<file path="config.mk">
export PLATFORM = sky130hd
export DESIGN_NAME = branch_resolve_ctrl
export DESIGN_NICKNAME = d
export VERILOG_FILES = /design/src/rtl/branch_resolve_ctrl.sv
export SDC_FILE = /design/constraint.sdc
export NUM_CORES = 1
export LEC_CHECK = 0
export CAP_MARGIN = 20
export CORE_MARGIN = 1.5
export CORE_UTILIZATION = 41
export CTS_CLUSTER_DIAMETER = 30
export DETAILED_ROUTE_END_ITERATION = 16
export GPL_ROUTABILITY_DRIVEN = 0
export PLACE_DENSITY = 0.79
export RECOVER_POWER = 50
export SLEW_MARGIN = 40
export SYNTH_ARGS = -nofsm -noshare
export SYNTH_HDL_FRONTEND = slang
export SYNTH_SLANG_ARGS = --single-unit
</file>
<file path="constraint.sdc">
create_clock -name i_clk -period 2.4 [get_ports i_clk]
set_input_delay 0.24 -clock i_clk [delete_from_list [all_inputs] [get_ports i_clk]]
set_output_delay 0.24 -clock i_clk [all_outputs]
set_load 0.02 [all_outputs]
</file>
<file path="src/rtl/branch_resolve_ctrl.sv">
// Decode-stage branch/jump resolution controller with operand-wait stall.
// Optional macro BRANCH_DELAY_SLOT_EN keeps the delay-slot instruction alive.
module branch_resolve_ctrl (
    input  logic        i_clk,
    input  logic        i_rst_n,
    input  logic        i_valid,
    input  logic [2:0]  i_bop,
    input  logic [1:0]  i_jump,
    input  logic [31:0] i_rs_val,
    input  logic [31:0] i_rt_val,
    input  logic        i_opnd_rdy,
    input  logic [31:0] i_pc4,
    input  logic [15:0] i_imm,
    input  logic [25:0] i_jidx,
    output logic        o_if_stall,
    output logic        o_redirect,
    output logic [31:0] o_target,
    output logic        o_id_flush,
    output logic        o_busy,
    output logic [15:0] o_stall_cnt
);

    typedef enum logic [1:0] {
        IDLE      = 2'd0,
        WAIT_OPND = 2'd1,
        REDIRECT  = 2'd2
    } state_t;

    state_t      state_q;
    state_t      state_d;

    logic        is_br;
    logic        is_j;
    logic        is_jr;
    logic        is_ctl;
    logic        needs_opnd;
    logic        br_cond;
    logic        taken;
    logic [31:0] br_tgt;
    logic [31:0] j_tgt;
    logic [31:0] tgt_calc;

    logic        stall;
    logic        resolve;
    logic        cnt_inc;

    // A valid branch op shadows whatever the jump class says.
    always_comb begin
        is_br      = (i_bop >= 3'd1) && (i_bop <= 3'd6);
        is_j       = !is_br && (i_jump == 2'b01);
        is_jr      = !is_br && (i_jump == 2'b10);
        is_ctl     = i_valid && (is_br || is_j || is_jr);
        needs_opnd = is_br || is_jr;
    end

    always_comb begin
        br_cond = 1'b0;
        case (i_bop)
            3'd1:    br_cond = (i_rs_val == i_rt_val);
            3'd2:    br_cond = (i_rs_val != i_rt_val);
            3'd3:    br_cond = ($signed(i_rs_val) <= 32'sd0);
            3'd4:    br_cond = ($signed(i_rs_val) >  32'sd0);
            3'd5:    br_cond = ($signed(i_rs_val) <  32'sd0);
            3'd6:    br_cond = ($signed(i_rs_val) >= 32'sd0);
            default: br_cond = 1'b0;
        endcase
    end

    always_comb begin
        br_tgt = i_pc4 + {{14{i_imm[15]}}, i_imm, 2'b00};
        j_tgt  = {i_pc4[31:28], i_jidx, 2'b00};
        taken  = is_j || is_jr || (is_br && br_cond);
        if (is_br)
            tgt_calc = br_tgt;
        else if (is_j)
            tgt_calc = j_tgt;
        else
            tgt_calc = i_rs_val;
    end

    // The stall drops in the resolving cycle so decode can advance.
    always_comb begin
        state_d = state_q;
        stall   = 1'b0;
        resolve = 1'b0;
        cnt_inc = 1'b0;
        unique case (state_q)
            IDLE: begin
                if (is_ctl) begin
                    if (needs_opnd && !i_opnd_rdy) begin
                        stall   = 1'b1;
                        state_d = WAIT_OPND;
                    end else begin
                        resolve = 1'b1;
                        if (taken)
                            state_d = REDIRECT;
                    end
                end
            end
            WAIT_OPND: begin
                cnt_inc = 1'b1;
                if (!i_opnd_rdy) begin
                    stall = 1'b1;
                end else begin
                    resolve = 1'b1;
                    state_d = taken ? REDIRECT : IDLE;
                end
            end
            REDIRECT: begin
                state_d = IDLE;
            end
            default: begin
                state_d = IDLE;
            end
        endcase
    end

    always_ff @(posedge i_clk) begin
        if (!i_rst_n) begin
            state_q     <= IDLE;
            o_target    <= 32'd0;
            o_stall_cnt <= 16'd0;
        end else begin
            state_q <= state_d;
            if (resolve && taken)
                o_target <= tgt_calc;
            if (cnt_inc && (o_stall_cnt != 16'hFFFF))
                o_stall_cnt <= o_stall_cnt + 16'd1;
        end
    end

    assign o_if_stall = stall && i_rst_n;
    assign o_redirect = (state_q == REDIRECT);
    assign o_busy     = (state_q != IDLE);

`ifdef BRANCH_DELAY_SLOT_EN
    assign o_id_flush = 1'b0;
`else
    assign o_id_flush = (state_q == REDIRECT);
`endif

endmodule

</file>
==> metrics.cfg <==
[run_status]
status=finished, violations left
violations=setup timing

[die]
dieWidth_um=113.4
start_util_pct=41.76
dieArea_mm2=0.01285
die_y_um=113.4
rows=40
core_region_area_mm2=0.01196
top_level_ports=199

[routing]
ant_nets=0
wl_mm=24.54
drcViolationCount=0
wl_per_cell_um=21.17
drtIter0Drc=764
vias=7252
drtPass1Iterations=6
routed_via_density=6.257

[logic_synthesis]
yosysWarningCount=0
synth_edf_count=0
ys_ff_latch=50
synthFlopType=dfxtp_1
synth_xor_area_share_pct=9.820
synthCells=648
synth_top_family_by_area=compound AO/OA/AOI/OAI gates
syn_area_mm2=0.004995
ys_seq_area_share_pct=20.04
synth.distinct_cells=61
muxShareOfSynthArea_pct=10.22
synth_area_per_cell_um2=7.708
synthSimpleGateAreaFrac_pct=22.82
synth-compound-area-share_pct=25.60
syn_nets=826
yosysTopAreaCell=dfxtp_1
synth_area_leaders=dfxtp_1 (20%), mux2i_1 (8.4%), xor2_1 (7.5%), ha_1 (7.5%), nand2_1 (5.0%)
synth_fa_ha_area_share_pct=7.916
synthArstFlopShare_pct=0
synth_top_area_share_pct=20.04

[sta]
min_period_over_period_pct=101.6
slew_viol_final=0
fin_tns_setup_ns=-0.03767
rsz0062_at_grt=yes
finalHoldViolCount=0
fin_crit_ns=2.438
skew_ns=0.01147
setup_viol=1
worst_slack_ns=-0.03767
relSlewSlack_pct=68.68
fmax_mhz=410.2
tightest_slew_ns=0.4636

[run]
maxCapViolCount=0

[finish]
layoutNonFillerInstCount=1159
fill_cells=761
finalNetCount=1186
drive_gt1_share_pct=29.24
syn2layout_area_growth_pct=82.41

[setup_path]
worstSetupPathType=in -> reg
critPathLaunchType=primary input
r2r_cells=7
critPathCaptureType=register
path_max_fanout=5
crit_required_ns=2.56
worstPathArrival_ns=2.60

[clocking]
htreeDepth=2
clk_pin_slew_ns=0.06
clock_path_buffers=2
cts_tree=yes
clk_latency_ns=0.30
cts-hold-fix-buffers=0
cts-buffers-inserted=5
cts_sinks=50
cts_root_buf=clkbuf_16

[worst_hold_path]
hp-class=reg -> reg
hold_path_depth=2

[place]
placed_cells=1130
port_buffers=198
dp_hpwl_mm=17.51
place_ws_ns=-0.6512

[power]
p_total_uw=3479
power_density_mw_per_mm2=381.8
leakagePower_uw=0.004191
max-vdd-ir-drop_v=0.0002548

[global_routing]
grt.overflow.total=0
grt_pass1_wl_mm=35.62
grt_pass1_vias=7055
grt_usage_pct=35.00
antenna_found_initial=3
grt_max_degree=37

## through the flow
step / instance area (um2) / hold slack, ns / utilization [%]
2_1_floorplan: 5034 / 0.3187 / -
3_3_place_gp: 8343 / 0.4451 / 69.75
3_5_place_dp: 8343 / 0.4521 / 69.75
4_1_cts: 8882 / 0.4633 / 74.26
5_1_grt: 9111 / 0.4698 / 76.17
6_report: 9111 / 0.4602 / 76.17
## state kept, by name (all words and copies together) (netlist names)
| signal | count |
|---|---|
| o_stall_cnt | 16 |
| state_q | 2 |
| o_target | 32 |
## area by class of cell
| type | instances | area (um2) | area share [%] |
|---|---|---|---|
| Multi-Input combinational cell | 555 | 4408 | 48.38 |
| Antenna cell | 3 | 7.507 | 0.08239 |
| Clock buffer | 5 | 125.1 | 1.373 |
| Clock inverter | 3 | 23.77 | 0.2609 |
| Timing Repair Buffer | 385 | 3321 | 36.45 |
| Tap cell | 147 | 183.9 | 2.019 |
| Sequential cell | 50 | 1001 | 10.99 |
| Inverter | 11 | 41.29 | 0.4532 |
## Yosys cell counts (all sizes together), types with 2 or more instances
cell type	instances
nor3	15
o21a	4
a21boi	2
nor4	20
nand4	15
a2111o	2
clkbuf	27
a32o	3
o211ai	19
nor2b	2
a311oi	2
o21bai	5
and4	5
a41oi	3
or4	4
buf	6
or3	14
and3	15
o31ai	3
mux2i	42
nor2	36
dfxtp	50
mux2	8
nand2b	5
ha	30
a21oi	48
a21o	12
a31o	5
o21ai	39
o311ai	2
xnor2	13
a2111oi	4
inv	10
a22oi	2
o2111ai	2
xor2	43
nand3	17
and2	7
nand2	66
a211oi	10
o22ai	2
a211o	5
o221ai	2
a31oi	9
a21bo	2
## cells in the final DEF, fill, tap and decap left out, types with 8 or more instances in the layout
cell type        count
mux2i_1             41
xor2_1              37
xnor2_1             13
dfxtp_1             50
and3_1              14
nand2_1             64
nor4_2               8
nand3_1             16
nor2_1              34
inv_1                9
dlygate4sd3_1       45
o211ai_1            19
dlymetal6s2s_1      12
ha_4                17
a21oi_1             39
dlygate4sd2_1       63
or3_1               14
nor4_1              11
ha_1                10
a31oi_1              8
clkdlybuf4s50_1     67
buf_4              182
nor3_1              10
nand4_1             15
o21ai_0             34
a21o_1              11
## power breakdown
group	switching, uW	internal [uW]
Combinational	916	912
Clock	359	391
Sequential	29.9	871
Total	1300	2170
## cell families after synthesis
| logic type | after synthesis |
|---|---|
| simple gates | 224 |
| xor+xnor | 56 |
| compound gates | 193 |
| fa+ha+maj | 31 |
| mux | 50 |
| buf+inv | 44 |
| flops | 50 |
## final timing paths
path | start | endpoint | slack (ns)
min | o_target[2]$_SDFFE_PN0P_ | o_target[2]$_SDFFE_PN0P_ | 0.46
min reg2reg | o_target[2]$_SDFFE_PN0P_ | o_target[2]$_SDFFE_PN0P_ | 0.46
max | i_rt_val[25] | o_target[8]$_SDFFE_PN0P_ | -0.04
max reg2reg | o_stall_cnt[7]$_SDFFE_PN0P_ | o_stall_cnt[9]$_SDFFE_PN0P_ | 0.16
## critical path, stage by stage
cell and delay (ns):
clkdlybuf4s50_1 0.41, xor2_1 0.16, nor4_2 0.32, nand4_1 0.18, or4_4 0.48, and3_4 0.20, buf_4 0.13, buf_4 0.14
o21ai_0 0.22, a21oi_1 0.12
## repair_timing
| action | 4_1_cts | 5_1_grt |
|---|---|---|
| setup endpoints to repair | 34 | 30 |
| gates resized for setup | 141 | 61 |
| cloned | 1 | 0 |
| pin swaps | 45 | 35 |
| setup buffers | 11 | 6 |
## routing by layer
layer	vias up	routed length, um	global-route usage [%]
met5	-	0	0
met4	0	1487	17.58
met3	138	2404	5.260
met2	549	11800	62.59
met1	3382	8838	40.75
li1	3183	-	-
(Power assumes the default switching activity.)
